<file path="src/rtl/lsu_pkg.sv">
// Shared types and funct3 encodings for the load/store unit.
// Imported by the LSU top and its load alignment helper.
package lsu_pkg;

  typedef enum logic [1:0] {
    IDLE = 2'd0,
    REQ  = 2'd1,
    WAIT = 2'd2,
    DONE = 2'd3
  } lsu_state_t;

  localparam logic [2:0] LB  = 3'b000;
  localparam logic [2:0] LH  = 3'b001;
  localparam logic [2:0] LW  = 3'b010;
  localparam logic [2:0] LBU = 3'b100;
  localparam logic [2:0] LHU = 3'b101;
  localparam logic [2:0] SB  = 3'b000;
  localparam logic [2:0] SH  = 3'b001;
  localparam logic [2:0] SW  = 3'b010;

endpackage

</file>
<file path="src/rtl/lsu_load_align.sv">
// Load data extraction: shift the addressed lane down and
// sign- or zero-extend according to funct3.
module lsu_load_align
  import lsu_pkg::*;
(
  input  logic [31:0] mem_rdata,
  input  logic [1:0]  off,
  input  logic [2:0]  funct3,
  output logic [31:0] ext
);

  logic [31:0] sh;

  assign sh = mem_rdata >> {off, 3'b000};

  always_comb begin
    ext = 32'd0;
    unique case (funct3)
      LB:      ext = {{24{sh[7]}}, sh[7:0]};
      LH:      ext = {{16{sh[15]}}, sh[15:0]};
      LW:      ext = sh;
      LBU:     ext = {24'd0, sh[7:0]};
      LHU:     ext = {16'd0, sh[15:0]};
      default: ext = 32'd0;
    endcase
  end

endmodule

</file>
<file path="src/rtl/load_store_unit.sv">
// Multi-cycle RV32I load/store unit with a req/gnt/rvalid data bus.
// Stalls the core from acceptance until the done cycle.
module load_store_unit
  import lsu_pkg::*;
#(
  parameter int ADDR_W = 32
) (
  input  logic              clk,
  input  logic              rst,
  input  logic              ls_valid,
  input  logic              is_store,
  input  logic [2:0]        funct3,
  input  logic [ADDR_W-1:0] addr,
  input  logic [31:0]       wdata,
  output logic              stall,
  output logic [31:0]       rdata,
  output logic              done,
  output logic              lsu_err,
  output logic              mem_req,
  output logic              mem_we,
  output logic [ADDR_W-1:0] mem_addr,
  output logic [3:0]        mem_be,
  output logic [31:0]       mem_wdata,
  input  logic              mem_gnt,
  input  logic              mem_rvalid,
  input  logic [31:0]       mem_rdata
);

  lsu_state_t state;

  logic [1:0]  off;
  logic [1:0]  off_q;
  logic [2:0]  f3_q;
  logic        illegal;
  logic        misal;
  logic [3:0]  be_n;
  logic [31:0] wd_n;
  logic [31:0] ext;

  assign off = addr[1:0];

  always_comb begin
    illegal = 1'b0;
    if (is_store)
      illegal = !(funct3 == SB || funct3 == SH || funct3 == SW);
    else
      illegal = (funct3 == 3'b011) || (funct3 == 3'b110)
             || (funct3 == 3'b111);
  end

  // funct3[1:0] encodes access size for every legal op
  always_comb begin
    misal = 1'b0;
    unique case (funct3[1:0])
      2'b01:   misal = off[0];
      2'b10:   misal = |off;
      default: misal = 1'b0;
    endcase
  end

  always_comb begin
    be_n = 4'b1111;
    wd_n = wdata;
    unique case (funct3[1:0])
      2'b00: begin
        be_n = 4'b0001 << off;
        wd_n = {4{wdata[7:0]}};
      end
      2'b01: begin
        be_n = 4'b0011 << off;
        wd_n = {2{wdata[15:0]}};
      end
      default: begin
        be_n = 4'b1111;
        wd_n = wdata;
      end
    endcase
  end

  lsu_load_align u_align (
    .mem_rdata (mem_rdata),
    .off       (off_q),
    .funct3    (f3_q),
    .ext       (ext)
  );

  assign stall = (state == IDLE && ls_valid)
              || state == REQ || state == WAIT;

  always_ff @(posedge clk or posedge rst) begin
    if (rst) begin
      state     <= IDLE;
      mem_req   <= 1'b0;
      mem_we    <= 1'b0;
      mem_addr  <= '0;
      mem_be    <= 4'd0;
      mem_wdata <= 32'd0;
      rdata     <= 32'd0;
      done      <= 1'b0;
      lsu_err   <= 1'b0;
      off_q     <= 2'd0;
      f3_q      <= 3'd0;
    end else begin
      done    <= 1'b0;
      lsu_err <= 1'b0;
      unique case (state)
        IDLE: begin
          if (ls_valid) begin
            if (illegal || misal) begin
              state   <= DONE;
              done    <= 1'b1;
              lsu_err <= 1'b1;
            end else begin
              state     <= REQ;
              mem_req   <= 1'b1;
              mem_we    <= is_store;
              mem_addr  <= {addr[ADDR_W-1:2], 2'b00};
              mem_be    <= be_n;
              mem_wdata <= wd_n;
              off_q     <= off;
              f3_q      <= funct3;
            end
          end
        end
        REQ: begin
          if (mem_gnt) begin
            mem_req <= 1'b0;
            if (mem_we) begin
              state <= DONE;
              done  <= 1'b1;
            end else begin
              state <= WAIT;
            end
          end
        end
        WAIT: begin
          if (mem_rvalid) begin
            rdata <= ext;
            state <= DONE;
            done  <= 1'b1;
          end
        end
        DONE:    state <= IDLE;
        default: state <= IDLE;
      endcase
    end
  end

endmodule

</file>
<file path="config.mk">
export PLATFORM = sky130hd
export DESIGN_NAME = load_store_unit
export DESIGN_NICKNAME = d
export VERILOG_FILES = /design/src/rtl/lsu_pkg.sv /design/src/rtl/lsu_load_align.sv /design/src/rtl/load_store_unit.sv
export SDC_FILE = /design/constraint.sdc
export NUM_CORES = 1
export LEC_CHECK = 0
export BUFFER_PORTS_ARGS = -buffer_cell sky130_fd_sc_hd__buf_4
export CELL_PAD_IN_SITES_DETAIL_PLACEMENT = 1
export CELL_PAD_IN_SITES_GLOBAL_PLACEMENT = 2
export CORE_MARGIN = 2
export CORE_UTILIZATION = 31
export CTS_CLUSTER_DIAMETER = 80
export DETAILED_ROUTE_END_ITERATION = 12
export PLACE_DENSITY_LB_ADDON = 0.1
export SETUP_SLACK_MARGIN = 0.1
export SLEW_MARGIN = 15
export SYNTH_ARGS = -nofsm -noshare
export SYNTH_HDL_FRONTEND = slang
export SYNTH_SLANG_ARGS = --single-unit
</file>
<file path="constraint.sdc">
create_clock -name clk -period 4 [get_ports clk]
set_input_delay 0.6 -clock clk [delete_from_list [all_inputs] [get_ports clk]]
set_output_delay 0.6 -clock clk [all_outputs]
set_load 0.03 [all_outputs]
</file>
Word level (Yosys, flattened, before mapping)

Cells that the tools add are included.

Equal/unequal tests: 18
Shifts and indexed selects: 3
Mux-type cells: 22
Bitwise gates (word level): 1
Reduce and logical (&&, ||, !) cells: 19

Operators by type and width:

| cell                | number |
|---|---|
| $pmux 32 s5         | 1 |
| $pmux 32 s2         | 1 |
| $shr 32x5->32       | 1 |
| $eq 3x3->1 const B  | 4 |
| $mux 1              | 11 |
| $eq 3x2->1 const B  | 3 |
| $mux 2              | 4 |
| $ne 2x2->1 const B  | 4 |
| $pmux 2 s4          | 1 |
| $pmux 4 s2          | 1 |
| $logic_or 1x1->1    | 7 |
| $eq 2x2->1 const B  | 3 |
| $eq 3x1->1 const B  | 2 |
| $logic_not 3->1     | 2 |
| $reduce_and 3->1    | 2 |
| $eq 2x1->1 const B  | 2 |
| $logic_not 2->1     | 2 |
| $pmux 1 s2          | 2 |
| $reduce_and 4->1    | 1 |
| $shl 1x2->4 const A | 1 |
| $shl 2x2->4 const A | 1 |
| $pmux 1 s3          | 1 |
| $reduce_and 2->1    | 1 |
| $reduce_bool 2->1   | 1 |
| other kinds (4)     | 4 |

Bits in registers: 109
Output and inout port bits: 105
Logic and storage cells: 74

Logic depth before layout (Yosys ltp)

Gate-level depths: netlist (run 1).

Word-level depth: 9
Mapped depth: 9
Gate-level depth less buffers: 6

Modules after synthesis

From an unflattened synthesis (run 1), not the netlist that was laid out.

Cell total of the unflattened synthesis: 451
Area total of the unflattened synthesis: 5491.5 um2

Modules (own cells, without submodules):

| module          | instances | cells each | area each (um2) |
|---|---|---|---|
| load_store_unit | 1         | 342        | 4688.2 |
| lsu_load_align  | 1         | 109        | 803.3 |

Least setup slack after synthesis (run 1)

Ideal clock, no wire load.

Kind: input to register
Start: input port funct3[1]
End: register f3_q[0]
Arrival: 2.524 ns
Path slack: 1.351 ns
Stages on the path: 9
Cells stage by stage: clkbuf_1 inv_1 ha_1 buf_6 o211ai_1 nand2_1 nor3_4 buf_6 mux2_4

Cells in the longest elaborated chain, start to end: 8
Elaborated cells on any way between the ends: 18
Classes of those cells: eq/ne (7); mux (2); bitwise (1); reduce/logical (8)

Ends and longest elaborated chain:

| item                                                 | RTL line               | RTL |
|---|---|---|
| from (decl)                                          | load_store_unit.sv:12  | `input logic [2:0] funct3,` |
| $eq 3x1->1 / $logic_not 3->1 (equally long branches) | load_store_unit.sv:45  | `illegal = !(funct3 == SB \|\| funct3 == SH \|\| funct3 == SW);` |
| $logic_or 1x1->1 (2 in a row)                        | load_store_unit.sv:45  |  |
| $logic_not 1->1                                      | load_store_unit.sv:45  |  |
| $mux 1                                               | load_store_unit.sv:44  | `if (is_store)` |
| $logic_or 1x1->1 (*)                                 | load_store_unit.sv:109 | `if (illegal \|\| misal) begin` |
| $not 1->1 (no line) (*)                              | n/a                    |  |
| $reduce_and 3->1 (no line) (*)                       | n/a                    |  |
| to (signal assigned)                                 | load_store_unit.sv:121 | `f3_q <= funct3;` |
| to (decl)                                            | load_store_unit.sv:33  | `logic [2:0] f3_q;` |

Mark *: on every way between the ends. The rest lies on a longest branch, timed or not.
A chain may end at the register's enable or synchronous reset.

Worst setup path after layout (run 1)

Start: input port funct3[1]
End: register mem_addr[14]

Cells in the longest elaborated chain, start to end: 8
Elaborated cells on any way between the ends: 18
Classes of those cells: eq/ne (7); mux (2); bitwise (1); reduce/logical (8)

Ends and longest elaborated chain:

| item                                                 | RTL line               | RTL |
|---|---|---|
| $eq 3x1->1 / $logic_not 3->1 (equally long branches) | load_store_unit.sv:45  |  |
| $logic_or 1x1->1 (2 in a row)                        | load_store_unit.sv:45  |  |
| $logic_not 1->1                                      | load_store_unit.sv:45  |  |
| $mux 1                                               | load_store_unit.sv:44  |  |
| $logic_or 1x1->1 (*)                                 | load_store_unit.sv:109 |  |
| $not 1->1 (no line) (*)                              | n/a                    |  |
| $reduce_and 3->1 (no line) (*)                       | n/a                    |  |
| to (signal assigned)                                 | load_store_unit.sv:117 | `mem_addr <= {addr[ADDR_W-1:2], 2'b00};` |
| to (decl)                                            | load_store_unit.sv:21  | `output logic [ADDR_W-1:0] mem_addr,` |

Marked as above.

==> results of run 1 <==
==> flip-flops by register name (all words and copies together), names as in the netlist <==
name,flops
rdata,32
lsu_err,1
done,1
off_q,2
mem_wdata,32
mem_addr,30
mem_req,1
mem_we,1
state,2
mem_be,4
f3_q,3
==> final timing paths <==
| check | end | from | depth (start not counted) | slack, ps |
|---|---|---|---|---|
| setup / recovery | mem_addr[14] | funct3[1] | 8 | 1280 |
| hold / removal | mem_wdata[8] | rst | 2 | 400 |
| setup reg to reg | mem_addr[14] | state[0] | 6 | 1790 |
| hold reg to reg | rdata[12] | rdata[12] | 2 | 500 |
| max in group asynchronous | rdata[8] | rst | 3 | 2740 |
| min in group clk | mem_addr[31] | addr[31] | 2 | 470 |
==> through the flow <==
stage | area (um2) | worst slack [ps] | util [%] | hold WS, ps
global route | 7540 | 1120 | 43.6 | 446
global placement | 7250 | 954 | 41.9 | 465
floorplan | 5510 | 526 | - | 500
detailed placement | 7250 | 887 | 41.9 | 488
finish | 7540 | 1280 | 43.6 | 398
CTS | 7540 | 1270 | 43.6 | 424
==> power breakdown <==
part / internal, uW / switching (uW) / total [uW]
Combinational: 1550 / 1820 / 3360
Sequential: 1630 / 393 / 2020
Clock: 458 / 453 / 911
Total: 3630 / 2660 / 6290
==> final cells by class <==
type | instances | area, um2
inverter | 10 | 40.0
multi-input combinational | 279 | 2560
sequential | 109 | 2730
tap | 225 | 282
timing repair buffer | 216 | 1630
clock buffer | 11 | 243
fill | 1883 | 9760
clock inverter | 5 | 51.3
==> cells by family (layout without fill, tap and decap cells) <==
group / count (synthesis) / after routing / share of synthesized area [%]
AOI/OAI and AO/OA: 76 / 76 / 10.4
adders and majority gates: 8 / 8 / 1.82
buffers and inverters: 38 / 242 / 4.03
DFF: 109 / 109 / 49.6
muxes: 107 / 107 / 26.5
other: 1 / 2 / 0.0682
and+or+nand+nor: 86 / 86 / 7.62
==> layout by cell type, fill, tap and decap left out, types with 4 or more instances in the layout <==
cell type | Yosys | final
sky130_fd_sc_hd__a22o_1 | 16 | 16
sky130_fd_sc_hd__buf_4 | 3 | 215
sky130_fd_sc_hd__mux2i_1 | 18 | 18
sky130_fd_sc_hd__a21oi_1 | 4 | 4
sky130_fd_sc_hd__mux2_2 | 18 | 18
sky130_fd_sc_hd__ha_1 | 8 | 8
sky130_fd_sc_hd__o21ai_0 | 19 | 19
sky130_fd_sc_hd__inv_1 | 10 | 9
sky130_fd_sc_hd__dfrtp_1 | 109 | 109
sky130_fd_sc_hd__and2_1 | 7 | 7
sky130_fd_sc_hd__clkbuf_16 | 0 | 9
sky130_fd_sc_hd__nor2_1 | 15 | 15
sky130_fd_sc_hd__nand3_1 | 10 | 10
sky130_fd_sc_hd__mux2_4 | 70 | 70
sky130_fd_sc_hd__nand2_1 | 39 | 39
sky130_fd_sc_hd__a221o_1 | 16 | 16
sky130_fd_sc_hd__a22oi_1 | 9 | 9
==> metal layers <==
layer  vias to the layer above  global-route usage, %  part of all wire (%)
li1                       1932                      -                     -
met1                      2050                   22.7                    44
met2                       118                   28.1                    48
met3                        11                   5.81                   7.0
met4                         0                   4.75                   1.2
met5                         -                      0                     0
==> critical path, stage by stage <==
cell	delay [ps]
sky130_fd_sc_hd__buf_4	180
sky130_fd_sc_hd__inv_1	90
sky130_fd_sc_hd__ha_1	600
sky130_fd_sc_hd__or4b_1	220
sky130_fd_sc_hd__nand3_2	140
sky130_fd_sc_hd__nor3_4	220
sky130_fd_sc_hd__buf_12	440
sky130_fd_sc_hd__mux2_4	350
==> summary.txt, run 1 <==
Netlist area before placement = 5500 um2
Port bufs = 207
Wire length of the first global-routing pass = 25000 um
Outcome = complete, no violations
Areal power density over the cells = 835 nW/um2
Data required time of the worst path = 4240 ps
Post-DP HPWL = 11900 um
Net count, final = 738
Maximum clock path buffer count = 2
Row Count = 48
Standard cell core area = 17300 um2
Most used standard cells in the synthesized netlist = 109 x sky130_fd_sc_hd__dfrtp_1, 70 x sky130_fd_sc_hd__mux2_4, 39 x sky130_fd_sc_hd__nand2_1, 19 x sky130_fd_sc_hd__o21ai_0
Routed wire length = 16200 um
Sequential-to-total area share from yosys stat = 49.6%
Top cell type's share of synthesized area = 49.6%
Clock root buffer = sky130_fd_sc_hd__clkbuf_16
Number of levels in the clock H-tree = 3
Buffers inserted during post-CTS setup optimization = 0
Setup crit end kind = flop
Path class of the lowest-slack min-delay path = primary input to async pin
Via count of the first global-routing pass = 4445
Final Slew Violations = 0
Final count of negative-setup-slack endpoints = 0
Effective utilization at floorplan = 31.8%
Source-to-sink clock delay at the later pin of the worst-skew pair = 360 ps
Slew margin rel. = 41.2%
Crit path launch type = primary input
Die area = 18800 um2
Fin Clk Skew = 13.7 ps
TritonCTS Buffers = 9
Violation count after the first detailed-routing iteration = 112
Antenna Cells = 0
CTS tree = yes
Worst-Margin Slew = 883 ps
Total placed cells including tap cells = 839
Post-route ant nets = 0
Die outline height = 137 um
GPL Wtd Cong = 0.736
Horiz. Die Dim = 137 um
Number of storage elements in the synthesis netlist = 109
DR DRC count = 0
Number of max-capacitance violations reported = 0
Standby leakage power = 0.00374 uW
Final cell count without fillers = 855
Count of unique library cells instantiated by Yosys = 40
Portion of the clock cycle consumed by the worst path in the final layout = 67.9%
Mapped Cells = 425
Setup Crit Path Kind = primary input to flop
Worst VDD drop = 0.000360 V
Maximum number of pins on one net before global-route repair = 73
Number of flops mapped to enable cells by yosys = 0
Data arrival time at the worst-slack endpoint = 2960 ps
Most used standard cell by instance count after synthesis = sky130_fd_sc_hd__dfrtp_1
Library cell occupying the most area in the post-synthesis netlist = sky130_fd_sc_hd__dfrtp_1
Final count of hold timing violations = 0
Antenna violations before repair = 0
Layout cells sized above 1 = 51.6%
Highest clock frequency the design can meet = 368 MHz
Min cycle time layout = 2720 ps
Clk sink count = 109
Maximum fanout count along the critical path = 72
Io pins = 210
Area Overhead vs Synth = 37.0%
Async set-or-reset flop fraction in the synthesized netlist = 100%
Total power draw = 6290 uW
Yosys Warn Count = 0
CTS Hold Buffers Added = 0
Overall global routing resource usage = 17.5%
Setup_tns = 0 ps
Remaining Overflow, GRT = 0
Flip-flop cell with the highest count after synthesis = sky130_fd_sc_hd__dfrtp_1
Mean number of vias per cell = 4.81
Number of search-and-repair iterations in the first detailed-routing pass = 4
Average wire length per cell after detail routing = 19.0 um
Vias = 4111
Setup repair after global routing missed its margin = false
Ranking of synthesized cells by area = sky130_fd_sc_hd__dfrtp_1 50%, sky130_fd_sc_hd__mux2_4 19%, sky130_fd_sc_hd__mux2_2 3.7%, sky130_fd_sc_hd__mux2i_1 3.3%, sky130_fd_sc_hd__a221o_1 2.9%
Count of cells resized by post-cts repair = 0
Clock slew at the register clock pins of the worst setup and hold paths = 80 ps
Syn Area/Cell = 12.9 um2
Note: power is estimated with default switching activity, not from simulation.
==> run 2: changes to the inputs <==
Clock period 4 ns to 2.5 ns, I/O delays scaled along.
==> summary.txt, run 2 (synthesis gave the netlist of run 1 again) <==
Buffers inserted during post-CTS setup optimization = 0 (unchanged)
Path class of the lowest-slack min-delay path = primary input to async pin (unchanged)
Effective utilization at floorplan = 31.8% (unchanged)
Met1 wire length = 7090 um (was 7070 um)
GPL Wtd Cong = 0.816 (was 0.736)
Worst VDD drop = 0.000522 V (was 0.000360 V)
Worst-Margin Slew = 844 ps (was 883 ps)
Top layer used by detailed routing = met4 (unchanged)
Largest regs = mem_wdata (32), rdata (32), mem_addr (30) (unchanged)
Data arrival time at the worst-slack endpoint = 2350 ps (was 2960 ps)
Data required time of the worst path = 2740 ps (was 4240 ps)
CTS tree = yes (unchanged)
Net count, final = 746 (was 738)
Maximum fanout count along the critical path = 57 (was 72)
Total power draw = 10000 uW (was 6290 uW)
Number of search-and-repair iterations in the first detailed-routing pass = 4 (unchanged)
Areal power density over the cells = 1320 nW/um2 (was 835 nW/um2)
Number of levels in the clock H-tree = 3 (unchanged)
Detailed-routed wire length on met3 = 1170 um (was 1150 um)
Violation count after the first detailed-routing iteration = 161 (was 112)
Clock root buffer = sky130_fd_sc_hd__clkbuf_16 (unchanged)
Setup crit end kind = flop (unchanged)
Detail Route met2 WL = 8060 um (was 7830 um)
Post-DP HPWL = 12300 um (was 11900 um)
Most used cells in the layout excluding fill and tap cells = 221 x sky130_fd_sc_hd__buf_4, 109 x sky130_fd_sc_hd__dfrtp_1, 70 x sky130_fd_sc_hd__mux2_4 (was 215 x sky130_fd_sc_hd__buf_4, 109 x sky130_fd_sc_hd__dfrtp_1, 70 x sky130_fd_sc_hd__mux2_4)
Die area = 18800 um2 (unchanged)
Remaining Overflow, GRT = 0 (unchanged)
Setup_tns = 0 ps (unchanged)
Area Overhead vs Synth = 38.3% (was 37.0%)
Min cycle time layout = 2110 ps
Highest clock frequency the design can meet = 473 MHz
Portion of the clock cycle consumed by the worst path in the final layout = 84.5%
Total placed cells including tap cells = 847 (was 839)
Count of cells resized by post-cts repair = 0 (unchanged)
Maximum number of pins on one net before global-route repair = 58 (was 73)
Outcome = complete, no violations (unchanged)
Horiz. Die Dim = 137 um (unchanged)
Vias = 4173 (was 4111)
Wire length of the first global-routing pass = 25600 um (was 25000 um)
Setup repair after global routing missed its margin = false (unchanged)
Standby leakage power = 0.00377 uW (was 0.00374 uW)
Layout cells sized above 1 = 52.4% (was 51.6%)
Smallest hold slack = 174 ps (was 398 ps)
Mean number of vias per cell = 4.84 (was 4.81)
Antenna violations before repair = 0 (unchanged)
Post-layout util = 44.0% (was 43.6%)
Fin Clk Skew = 7.04 ps (was 13.7 ps)
Standard cell core area = 17300 um2 (unchanged)
Final cell count without fillers = 863 (was 855)
Clock slew at the register clock pins of the worst setup and hold paths = 70 ps (was 80 ps)
Via count of the first global-routing pass = 4555 (was 4445)
DR DRC count = 0 (unchanged)
Final count of hold timing violations = 0 (unchanged)
Final Slew Violations = 0 (unchanged)
Clk sink count = 109 (unchanged)
Antenna Cells = 0 (unchanged)
Routed wire length = 16500 um (was 16200 um)
CTS Hold Buffers Added = 0 (unchanged)
Overall global routing resource usage = 17.8% (was 17.5%)
Row Count = 48 (unchanged)
Slew margin rel. = 43.7% (was 41.2%)
Final count of negative-setup-slack endpoints = 0 (unchanged)
Port bufs = 207 (unchanged)
Post-route ant nets = 0 (unchanged)
Number of max-capacitance violations reported = 0 (unchanged)
TritonCTS Buffers = 9 (unchanged)
Maximum clock path buffer count = 2 (unchanged)
Crit path launch type = flop (was primary input)
Most common cell after layout, fill and taps aside = sky130_fd_sc_hd__buf_4 (unchanged)
Setup Crit Path Kind = flop to flop (was primary input to flop)
Die outline height = 137 um (unchanged)
Io pins = 210 (unchanged)
Source-to-sink clock delay at the later pin of the worst-skew pair = 350 ps (was 360 ps)
Average wire length per cell after detail routing = 19.1 um (was 19.0 um)
-- run 2: cell count changes in the layout (fill, tap and decap cells not counted) --
cell,change
sky130_fd_sc_hd__clkbuf_1,-1
sky130_fd_sc_hd__buf_12,+2
sky130_fd_sc_hd__inv_6,+1
sky130_fd_sc_hd__clkinv_2,+3
sky130_fd_sc_hd__buf_4,+6
sky130_fd_sc_hd__inv_4,-1
sky130_fd_sc_hd__inv_8,-3
sky130_fd_sc_hd__clkinvlp_4,+2
sky130_fd_sc_hd__clkbuf_8,-1
-- run 2: worst paths after layout --
path | startpoint | endpoint | slack, ps | depth (start not counted)
setup / recovery | state[1] | mem_addr[3] | 390 | 6
hold / removal | rst | f3_q[1] | 170 | 2
setup reg to reg | state[1] | mem_addr[3] | 390 | 6
hold reg to reg | rdata[11] | rdata[11] | 500 | 2
max in group asynchronous | rst | lsu_err | 1610 | 3
min in group clk | addr[31] | mem_addr[31] | 250 | 2
-- run 2: area by class of cell --
cell class / count / area, um2
clock inverter: 7 / 48.8
tap: 225 / 282
inverter: 10 / 41.3
timing repair buffer: 224 / 1720
fill: 1888 / 9690
sequential: 109 / 2730
multi-input combinational: 279 / 2560
clock buffer: 9 / 225
-- run 2: through the flow --
stage                     setup WS, ps  cell area, um2
after CTS                          369            7610
after global placement             201            7330
final                              387            7610
after detailed placement           156            7330
after floorplan                    176            5510
after global routing               208            7610
-- run 2: power breakdown --
| part | switching [uW] | internal [uW] |
|---|---|---|
| logic | 2950 | 2490 |
| clock network | 700 | 681 |
| registers | 588 | 2610 |
| total | 4230 | 5770 |
-- run 2: critical path, stage by stage, from the launching register on --
cell and delay (ps):
sky130_fd_sc_hd__dfrtp_1 420, sky130_fd_sc_hd__inv_1 120, sky130_fd_sc_hd__ha_1 220, sky130_fd_sc_hd__nand2_1 170, sky130_fd_sc_hd__nor3_4 280, sky130_fd_sc_hd__buf_12 390
sky130_fd_sc_hd__mux2_4 340
-- run 2: metal layers --
metal,global-route usage (%),up-vias
li1,-,1949
met2,28.4,119
met5,0,-
met3,5.59,13
met1,23.5,2092
met4,4.81,0
